## src/rtl/conv_mul_share_arb.sv

```systemverilog
// Round-robin arbiter that shares one unsigned A_W x B_W multiplier among NUM_REQ requesters.
// The pipeline is NUM_STAGE deep and each result is tagged with its requester. `CONV_MUL_PERF_EN adds the busy_cnt accept counter.
module conv_mul_share_arb #(
    parameter int NUM_REQ   = 4,
    parameter int NUM_STAGE = 3,
    parameter int A_W       = 8,
    parameter int B_W       = 14,
    parameter int P_W       = 22,
    parameter int ID_W      = 2
) (
    input  logic                   ap_clk,
    input  logic                   ap_rst,
    input  logic [NUM_REQ-1:0]     req_valid,
    output logic [NUM_REQ-1:0]     req_ready,
    input  logic [NUM_REQ*A_W-1:0] req_a,
    input  logic [NUM_REQ*B_W-1:0] req_b,
    output logic                   res_valid,
    input  logic                   res_ready,
    output logic [ID_W-1:0]        res_id,
    output logic [P_W-1:0]         res_p
`ifdef CONV_MUL_PERF_EN
    ,
    output logic [31:0]            busy_cnt
`endif
);

    logic [ID_W-1:0]      ptr;
    logic [NUM_STAGE-1:0] stg_vld;
    logic [ID_W-1:0]      stg_id [NUM_STAGE];
    logic [P_W-1:0]       stg_p  [NUM_STAGE];
    logic [NUM_STAGE-1:0] ld;

    logic                 found;
    logic                 accept;
    logic [ID_W-1:0]      grant_idx;
    logic [ID_W:0]        cand;
    logic [ID_W-1:0]      cand_idx;
    logic [A_W-1:0]       a_sel;
    logic [B_W-1:0]       b_sel;
    logic [P_W-1:0]       prod;
    logic [ID_W-1:0]      next_ptr;

    // Stage k may load when some stage at or after k is empty or the output drains;
    // this squeezes bubbles out even while the result at the output is being held.
    genvar k;
    generate
        for (k = 0; k < NUM_STAGE; k++) begin : g_ld
            assign ld[k] = res_ready | ~(&stg_vld[NUM_STAGE-1:k]);
        end
    endgenerate

    always_comb begin
        found     = 1'b0;
        grant_idx = '0;
        cand      = '0;
        cand_idx  = '0;
        for (int off = 0; off < NUM_REQ; off++) begin
            cand = {1'b0, ptr} + (ID_W+1)'(off);
            if (cand >= (ID_W+1)'(NUM_REQ)) begin
                cand = cand - (ID_W+1)'(NUM_REQ);
            end
            cand_idx = cand[ID_W-1:0];
            if (!found && req_valid[cand_idx]) begin
                found     = 1'b1;
                grant_idx = cand_idx;
            end
        end
    end

    assign accept    = found & ld[0];
    assign req_ready = accept ? (NUM_REQ'(1) << grant_idx) : '0;
    assign a_sel     = req_a[int'(grant_idx)*A_W +: A_W];
    assign b_sel     = req_b[int'(grant_idx)*B_W +: B_W];
    assign prod      = P_W'(a_sel) * P_W'(b_sel);
    assign next_ptr  = (grant_idx == ID_W'(NUM_REQ-1)) ? '0 : grant_idx + 1'b1;

    always_ff @(posedge ap_clk or posedge ap_rst) begin
        if (ap_rst) begin
            ptr     <= '0;
            stg_vld <= '0;
            for (int s = 0; s < NUM_STAGE; s++) begin
                stg_id[s] <= '0;
                stg_p[s]  <= '0;
            end
        end else begin
            if (accept) begin
                ptr <= next_ptr;
            end
            if (ld[0]) begin
                stg_vld[0] <= accept;
                if (accept) begin
                    stg_id[0] <= grant_idx;
                    stg_p[0]  <= prod;
                end
            end
            for (int s = 1; s < NUM_STAGE; s++) begin
                if (ld[s]) begin
                    stg_vld[s] <= stg_vld[s-1];
                    if (stg_vld[s-1]) begin
                        stg_id[s] <= stg_id[s-1];
                        stg_p[s]  <= stg_p[s-1];
                    end
                end
            end
        end
    end

    assign res_valid = stg_vld[NUM_STAGE-1];
    assign res_id    = stg_id[NUM_STAGE-1];
    assign res_p     = stg_p[NUM_STAGE-1];

`ifdef CONV_MUL_PERF_EN
    always_ff @(posedge ap_clk or posedge ap_rst) begin
        if (ap_rst) begin
            busy_cnt <= '0;
        end else if (accept) begin
            busy_cnt <= busy_cnt + 32'd1;
        end
    end
`endif

endmodule
```

## config.mk

```make
export PLATFORM = sky130hd
export DESIGN_NAME = conv_mul_share_arb
export DESIGN_NICKNAME = d
export VERILOG_FILES = /design/src/rtl/conv_mul_share_arb.sv
export SDC_FILE = /design/constraint.sdc
export NUM_CORES = 1
export LEC_CHECK = 0
export BUFFER_PORTS_ARGS = -buffer_cell sky130_fd_sc_hd__buf_2
export CELL_PAD_IN_SITES_DETAIL_PLACEMENT = 1
export CELL_PAD_IN_SITES_GLOBAL_PLACEMENT = 1
export CORE_ASPECT_RATIO = 1.2
export CORE_MARGIN = 2
export CORE_UTILIZATION = 33
export DETAILED_ROUTE_END_ITERATION = 7
export MAX_ROUTING_LAYER = met4
export PLACE_DENSITY = 0.73
export SETUP_SLACK_MARGIN = 0.2
export SYNTH_ARGS = -nofsm -noshare
export SYNTH_HDL_FRONTEND = slang
export SYNTH_SLANG_ARGS = --single-unit
```

## constraint.sdc

```tcl
create_clock -name ap_clk -period 6.5 [get_ports ap_clk]
set_input_delay 0.975 -clock ap_clk [delete_from_list [all_inputs] [get_ports ap_clk]]
set_output_delay 0.975 -clock ap_clk [all_outputs]
set_load 0.02 [all_outputs]
```

==> flow_metrics.py, run 1 <==
metrics = {
    "timing": {
        "relSlewSlack_pct": 30.09,
        "finalCritPeriodShare_pct": 96.53,
        "fmax_mhz": 159.4,
        "clock-skew-final_ns": 0.003850,
        "period_minus_slack_ns": 6.274,
        "hold_viol_final": 0,
        "slew_viol_final": 0,
        "grt_setup_unrepaired": "true",
        "worstMarginPinSlew_ns": 1.046,
        "finalSetupViolations": 0,
    },
    "cts": {
        "cts_buffers": 9,
        "tritoncts": "built",
        "clk_pin_slew_ns": 0.06,
        "clk_path_buf_depth": 2,
        "root_buffer": "clkbuf_16",
        "clk_latency_ns": 0.33,
        "cts_hold_buf": 0,
        "clock_sinks": 77,
        "htreeDepth": 3,
    },
    "placement": {
        "io_buffer_count": 123,
        "dp_hpwl_um": 15230,
        "gp_congestion": 0.8490,
        "dp_cells": 1186,
    },
    "synthesis": {
        "synth_top_area_cell": "dfrtp_1",
        "synth-seq-area-share_pct": 25.93,
        "yosysWarnings": 0,
        "ys_seq_elements": 77,
        "yosysUniqueCellTypes": 50,
        "yosys.area.top_type_share_pct": 25.93,
        "synthCells": 759,
        "ys.flop_type": "dfrtp_1",
        "synthesis.area_mm2": 0.007431,
        "avgSynthCellArea_um2": 9.790,
        "yosys-top-cells-area": "dfrtp_1 26%, fa_1 19%, mux2_2 11%, ha_1 7.7%, mux2i_1 6.2%",
        "synth_fp_nets": 972,
        "synth_common_cells": "104 x inv_1, 102 x nor2_1, 77 x dfrtp_1",
        "synth_edf_count": 0,
        "async_flop_share_pct": 100.0,
        "post-synth-top-count-cell": "inv_1",
    },
    "setup_path": {
        "worstPathMaxFanout": 6,
        "slowest_delay_ns": 0.54,
        "cp-end-kind": "flop",
        "crit_slowest_cell": "fa_1",
        "arrival_ns": 6.49,
        "crit_top_cell": "fa_1",
        "critPathKind": "primary input to flop",
        "worstSetupStartpointType": "primary input",
        "worstPathCellList": "buf_2 -> nor2b_4 -> a21o_1 -> a211oi_4 -> buf_6 -> buf_8 -> clkbuf_16 -> mux2i_1 -> mux2_4 -> buf_6 -> nor2_2 -> fa_1 -> fa_1 -> fa_1 -> inv_1 -> fa_1 -> inv_1 -> ha_4 -> nand3_1 -> a21oi_1 -> a211oi_2 -> o211a_4 -> o311a_1 -> o31a_1",
        "required_ns": 6.72,
    },
    "outcome": {
        "status": "finished, final reports clean",
    },
    "grt": {
        "grt_pass1_vias": 6420,
        "grt.overflow.total": 0,
        "antenna_found_initial": 0,
        "grt_start_max_net_pins": 78,
        "grt_pass1_wl_um": 31740,
        "grtUsageTotal_pct": 16.81,
    },
    "cells_and_area": {
        "stdcell_count": 1213,
        "nets": 1143,
        "final_layout_size_suffix_gt1_share_pct": 37.26,
        "num_antenna_cells": 0,
        "area_growth_syn_to_layout_pct": 28.32,
    },
    "route": {
        "ant_nets": 0,
        "wl_per_cell_um": 16.33,
        "routed_wl_um": 19810,
        "via_per_inst": 4.858,
        "first_pass_iters": 5,
        "vias": 5893,
        "first_iter_violations": 161,
        "drc": 0,
    },
    "flow_run": {
        "maxCapViolations": 0,
    },
    "floorplanning": {
        "die_y_um": 168.4,
        "floorplan.initialDensity_pct": 33.33,
        "die-area_mm2": 0.02374,
        "fp.coreArea_mm2": 0.02230,
        "die_w_um": 141.0,
        "rows": 60,
        "io_pins": 124,
    },
    "worst_hold_path": {
        "min_path_type": "flop to flop",
    },
}
## worst max-delay path: cells and delay by family
kind	cells	cell delay, ns
mux	2	0.41
compound gates	7	1.59
buf+inv	7	0.80
fa+ha+maj	5	2.32
simple gates	3	0.37
## logic make-up (layout without fill, tap and decap cells)
| kind of cell | count (synthesis) | count (layout) | synth area share, % |
|---|---|---|---|
| AOI/OAI and AO/OA | 75 | 75 | 6.769 |
| xor gates and xnor gates | 6 | 6 | 0.7072 |
| adders and majority gates | 118 | 118 | 27.14 |
| buffers and inverters | 155 | 330 | 9.564 |
| DFF | 77 | 77 | 25.93 |
| muxes | 117 | 117 | 16.96 |
| and+or+nand+nor | 211 | 211 | 12.93 |
## timing repair
item                                    CTS  global route
setup buffers                             2             7
endpoints found under the setup margin    6            10
cloned                                    1             2
resized for setup                         6            81
pin swaps                                 1            26
## state kept, by name (all words and copies together), names as in the netlist
| name | cells |
|---|---|
| stg_p | 44 |
| res_p | 22 |
| res_id | 2 |
| stg_id | 4 |
| ptr | 2 |
| stg_vld | 3 |
## routing by layer
metal,global-route usage (%),up-vias,share of wire [%]
met1,20.47,2959,44
li1,-,2794,-
met5,-,-,0
met4,3.739,0,1.4
met2,30.60,118,53
met3,1.109,22,2.4
## placed cells by master, fill, tap and decap left out, types with 11 or more instances in the layout
cell type    n
inv_1       98
dfrtp_1     77
fa_1        70
nor2_1      89
nor2_2      11
ha_1        38
or2_1       20
mux2i_1     45
mux2_2      58
nand2_1     36
a21oi_1     14
mux2_4      13
clkbuf_16   11
buf_4       69
buf_6       11
o21ai_0     17
buf_2      123
## area by class of cell
type,count,area [µm²]
flip-flops and latches,77,1927
repair buffers,211,1430
well taps,279,349.1
multi-input cells,527,5136
inverters,104,391.6
clock inverters,3,45.04
fillers,2531,12760
clock buffers,12,256.5
## worst paths after layout
| path | end | depth (start not counted) | slack [ns] | startpoint |
|---|---|---|---|---|
| min in group asynchronous | res_p[11] | 3 | 0.93 | ap_rst |
| hold / removal | stg_id[5] | 2 | 0.47 | stg_id[5] |
| hold reg to reg | stg_id[5] | 2 | 0.47 | stg_id[5] |
| setup / recovery | stg_p[62] | 24 | 0.23 | req_valid[2] |
| max in group asynchronous | res_p[15] | 3 | 4.94 | ap_rst |
| setup reg to reg | stg_p[62] | 23 | 0.59 | ptr[0] |
## stage by stage
stage | area, µm² | TNS [ns] | worst slack (ns) | utilization (%) | hold WS (ns)
finish | 9535 | 0 | 0.2257 | 42.77 | 0.4748
global route | 9535 | 0 | 0.07134 | 42.77 | 0.5136
CTS | 9067 | 0 | 0.2015 | 40.67 | 0.4807
detailed placement | 8705 | -1.378 | -0.2864 | 39.04 | 0.4682
global placement | 8705 | -0.2756 | -0.1408 | 39.04 | 0.4558
floorplan | 7431 | 0 | 0.2279 | - | 0.4418
Power of run 1 is not shown: default switching activity piles up to over one toggle a cycle in this logic, so the estimate is an artifact.
==> run 2, diff against run 1 <==
Settings changed: BUFFER_PORTS_ARGS -buffer_cell sky130_fd_sc_hd__buf_2 to unset, DONT_BUFFER_PORTS set to 1, PLACE_DENSITY 0.73 to unset, PLACE_DENSITY_LB_ADDON set to 0.1.
==> run 2 against run 1 <==
  * Die area stayed put
  * Clock-buffer cell count decreased by 2
  * Via count decreased by 11%
  * Critical endpoint is now stg_p[65]
==> flow_metrics.py, run 2 (synthesis gave the netlist of run 1 again) <==
metrics = {
    "outcome": {
        "status": "finished, final reports clean",
    },
    "cts": {
        "cts_hold_buf": 0,
        "cts_buffers": 9,
        "root_buffer": "clkbuf_16",
        "clk_pin_slew_ns": 0.06,
        "clk_path_buf_depth": 2,
        "clk_latency_ns": 0.32,
        "tritoncts": "built",
        "clock_sinks": 77,
        "htreeDepth": 3,
    },
    "floorplanning": {
        "die_w_um": 141.0,
        "fp.coreArea_mm2": 0.02230,
        "rows": 60,
        "io_pins": 124,
        "floorplan.initialDensity_pct": 33.33,
        "die-area_mm2": 0.02374,
        "die_y_um": 168.4,
    },
    "timing": {
        "slew_viol_final": 0,
        "finalSetupViolations": 0,
        "worstMarginPinSlew_ns": 1.062,
        "clock-skew-final_ns": 0.005347,
        "fmax_mhz": 162.6,
        "relSlewSlack_pct": 29.00,
        "grt_setup_unrepaired": "true",
        "hold_viol_final": 0,
        "finalCritPeriodShare_pct": 94.63,
        "period_minus_slack_ns": 6.151,
    },
    "setup_path": {
        "worstPathCellList": "nor2b_1 -> a21o_1 -> a211oi_4 -> buf_6 -> buf_4 -> clkbuf_16 -> mux2i_1 -> mux2_4 -> or2_1 -> fa_1 -> fa_1 -> inv_1 -> fa_1 -> inv_1 -> fa_1 -> inv_1 -> ha_1 -> a21o_1 -> a21o_1 -> a2111oi_4 -> nor3_2 -> a311o_1 -> nand3_1",
        "worstSetupStartpointType": "primary input",
        "worstPathMaxFanout": 11,
        "cp-end-kind": "flop",
        "crit_slowest_cell": "fa_1",
        "required_ns": 6.76,
        "slowest_delay_ns": 0.54,
        "critPathKind": "primary input to flop",
        "arrival_ns": 6.41,
        "crit_top_cell": "fa_1",
    },
    "route": {
        "vias": 5242,
        "routed_wl_um": 18100,
        "wl_per_cell_um": 16.89,
        "first_pass_iters": 4,
        "first_iter_violations": 174,
        "ant_nets": 0,
        "via_per_inst": 4.890,
        "drc": 0,
    },
    "grt": {
        "grt_pass1_wl_um": 29430,
        "grt_start_max_net_pins": 75,
        "grt.overflow.total": 0,
        "grt_pass1_vias": 5773,
        "grtUsageTotal_pct": 15.82,
        "antenna_found_initial": 0,
    },
    "placement": {
        "postPlaceCellArea_mm2": 0.007944,
        "io_buffer_count": 0,
        "gp_congestion": 0.8520,
        "dp_hpwl_um": 14620,
    },
    "worst_hold_path": {
        "min_path_type": "primary input to async pin",
    },
    "cells_and_area": {
        "final_layout_size_suffix_gt1_share_pct": 22.07,
        "num_antenna_cells": 0,
        "fin_util_pct": 38.40,
        "nets": 1001,
        "final_cell_mix": "103 x inv_1, 101 x nor2_1, 77 x dfrtp_1, 72 x fa_1, 63 x mux2_2",
        "top_register": "stg_p",
        "final_common_cell": "inv_1",
        "largest_register_ffs": 44,
        "final_cell_area_mm2": 0.008562,
        "area_growth_syn_to_layout_pct": 15.22,
    },
    "flow_run": {
        "maxCapViolations": 0,
    },
}
## run 2: cell type report
class,instances,area (µm²)
Timing Repair Buffer,69,626.9
Inverter,104,391.6
Clock inverter,6,87.58
Tap cell,279,349.1
Multi-Input combinational cell,527,4951
Fill cell,2496,13730
Clock buffer,10,229.0
Sequential cell,77,1927
## run 2: path summary, 6_finish.rpt
check | cells past startpoint | from | slack (ns) | endpoint
max reg2reg | 23 | ptr[0] | 0.63 | stg_p[65]
min reg2reg | 2 | stg_id[4] | 0.47 | stg_id[4]
min | 1 | ap_rst | 0.37 | res_p[6]
min in group ap_clk | 2 | stg_id[4] | 0.47 | stg_id[4]
max | 23 | req_valid[2] | 0.35 | stg_p[65]
max in group asynchronous | 2 | ap_rst | 5.03 | res_id[0]
## run 2: worst max-delay path, delay by kind of cell
family                     cells  cell delay, ns
adders and majority gates      5            2.27
AOI/OAI and AO/OA              6            1.50
buffers and inverters          6            0.68
and+or+nand+nor                4            0.56
muxes                          2            0.41
## run 2: timing repair
item,4_1_cts,5_1_grt
gates cloned,1,4
endpoints found under the hold margin,0,0
buffers inserted,2,2
pin swaps,1,5
endpoints found under the setup margin,5,11
resized for setup,3,29
## run 2: per-layer routing
metal	global-route usage [%]	part of all wire [%]	up-vias
met4	4.217	1.3	0
met3	1.280	2.0	12
li1	-	-	2506
met5	-	0	-
met2	27.19	51	106
met1	20.16	46	2618
## run 2: metrics by stage
| step | hold slack [ns] | std cells | setup WS (ns) | setup TNS (ns) |
|---|---|---|---|---|
| floorplan | 0.4418 | 759 | 0.2279 | 0 |
| global placement | 0.4616 | 1047 | -0.09209 | -0.2633 |
| detailed placement | 0.4671 | 1047 | -0.2658 | -1.282 |
| CTS | 0.3593 | 1066 | 0.2015 | 0 |
| global route | 0.3592 | 1072 | 0.1508 | 0 |
| finish | 0.3749 | 1072 | 0.3494 | 0 |
Power of run 2 is left out for the same reason.
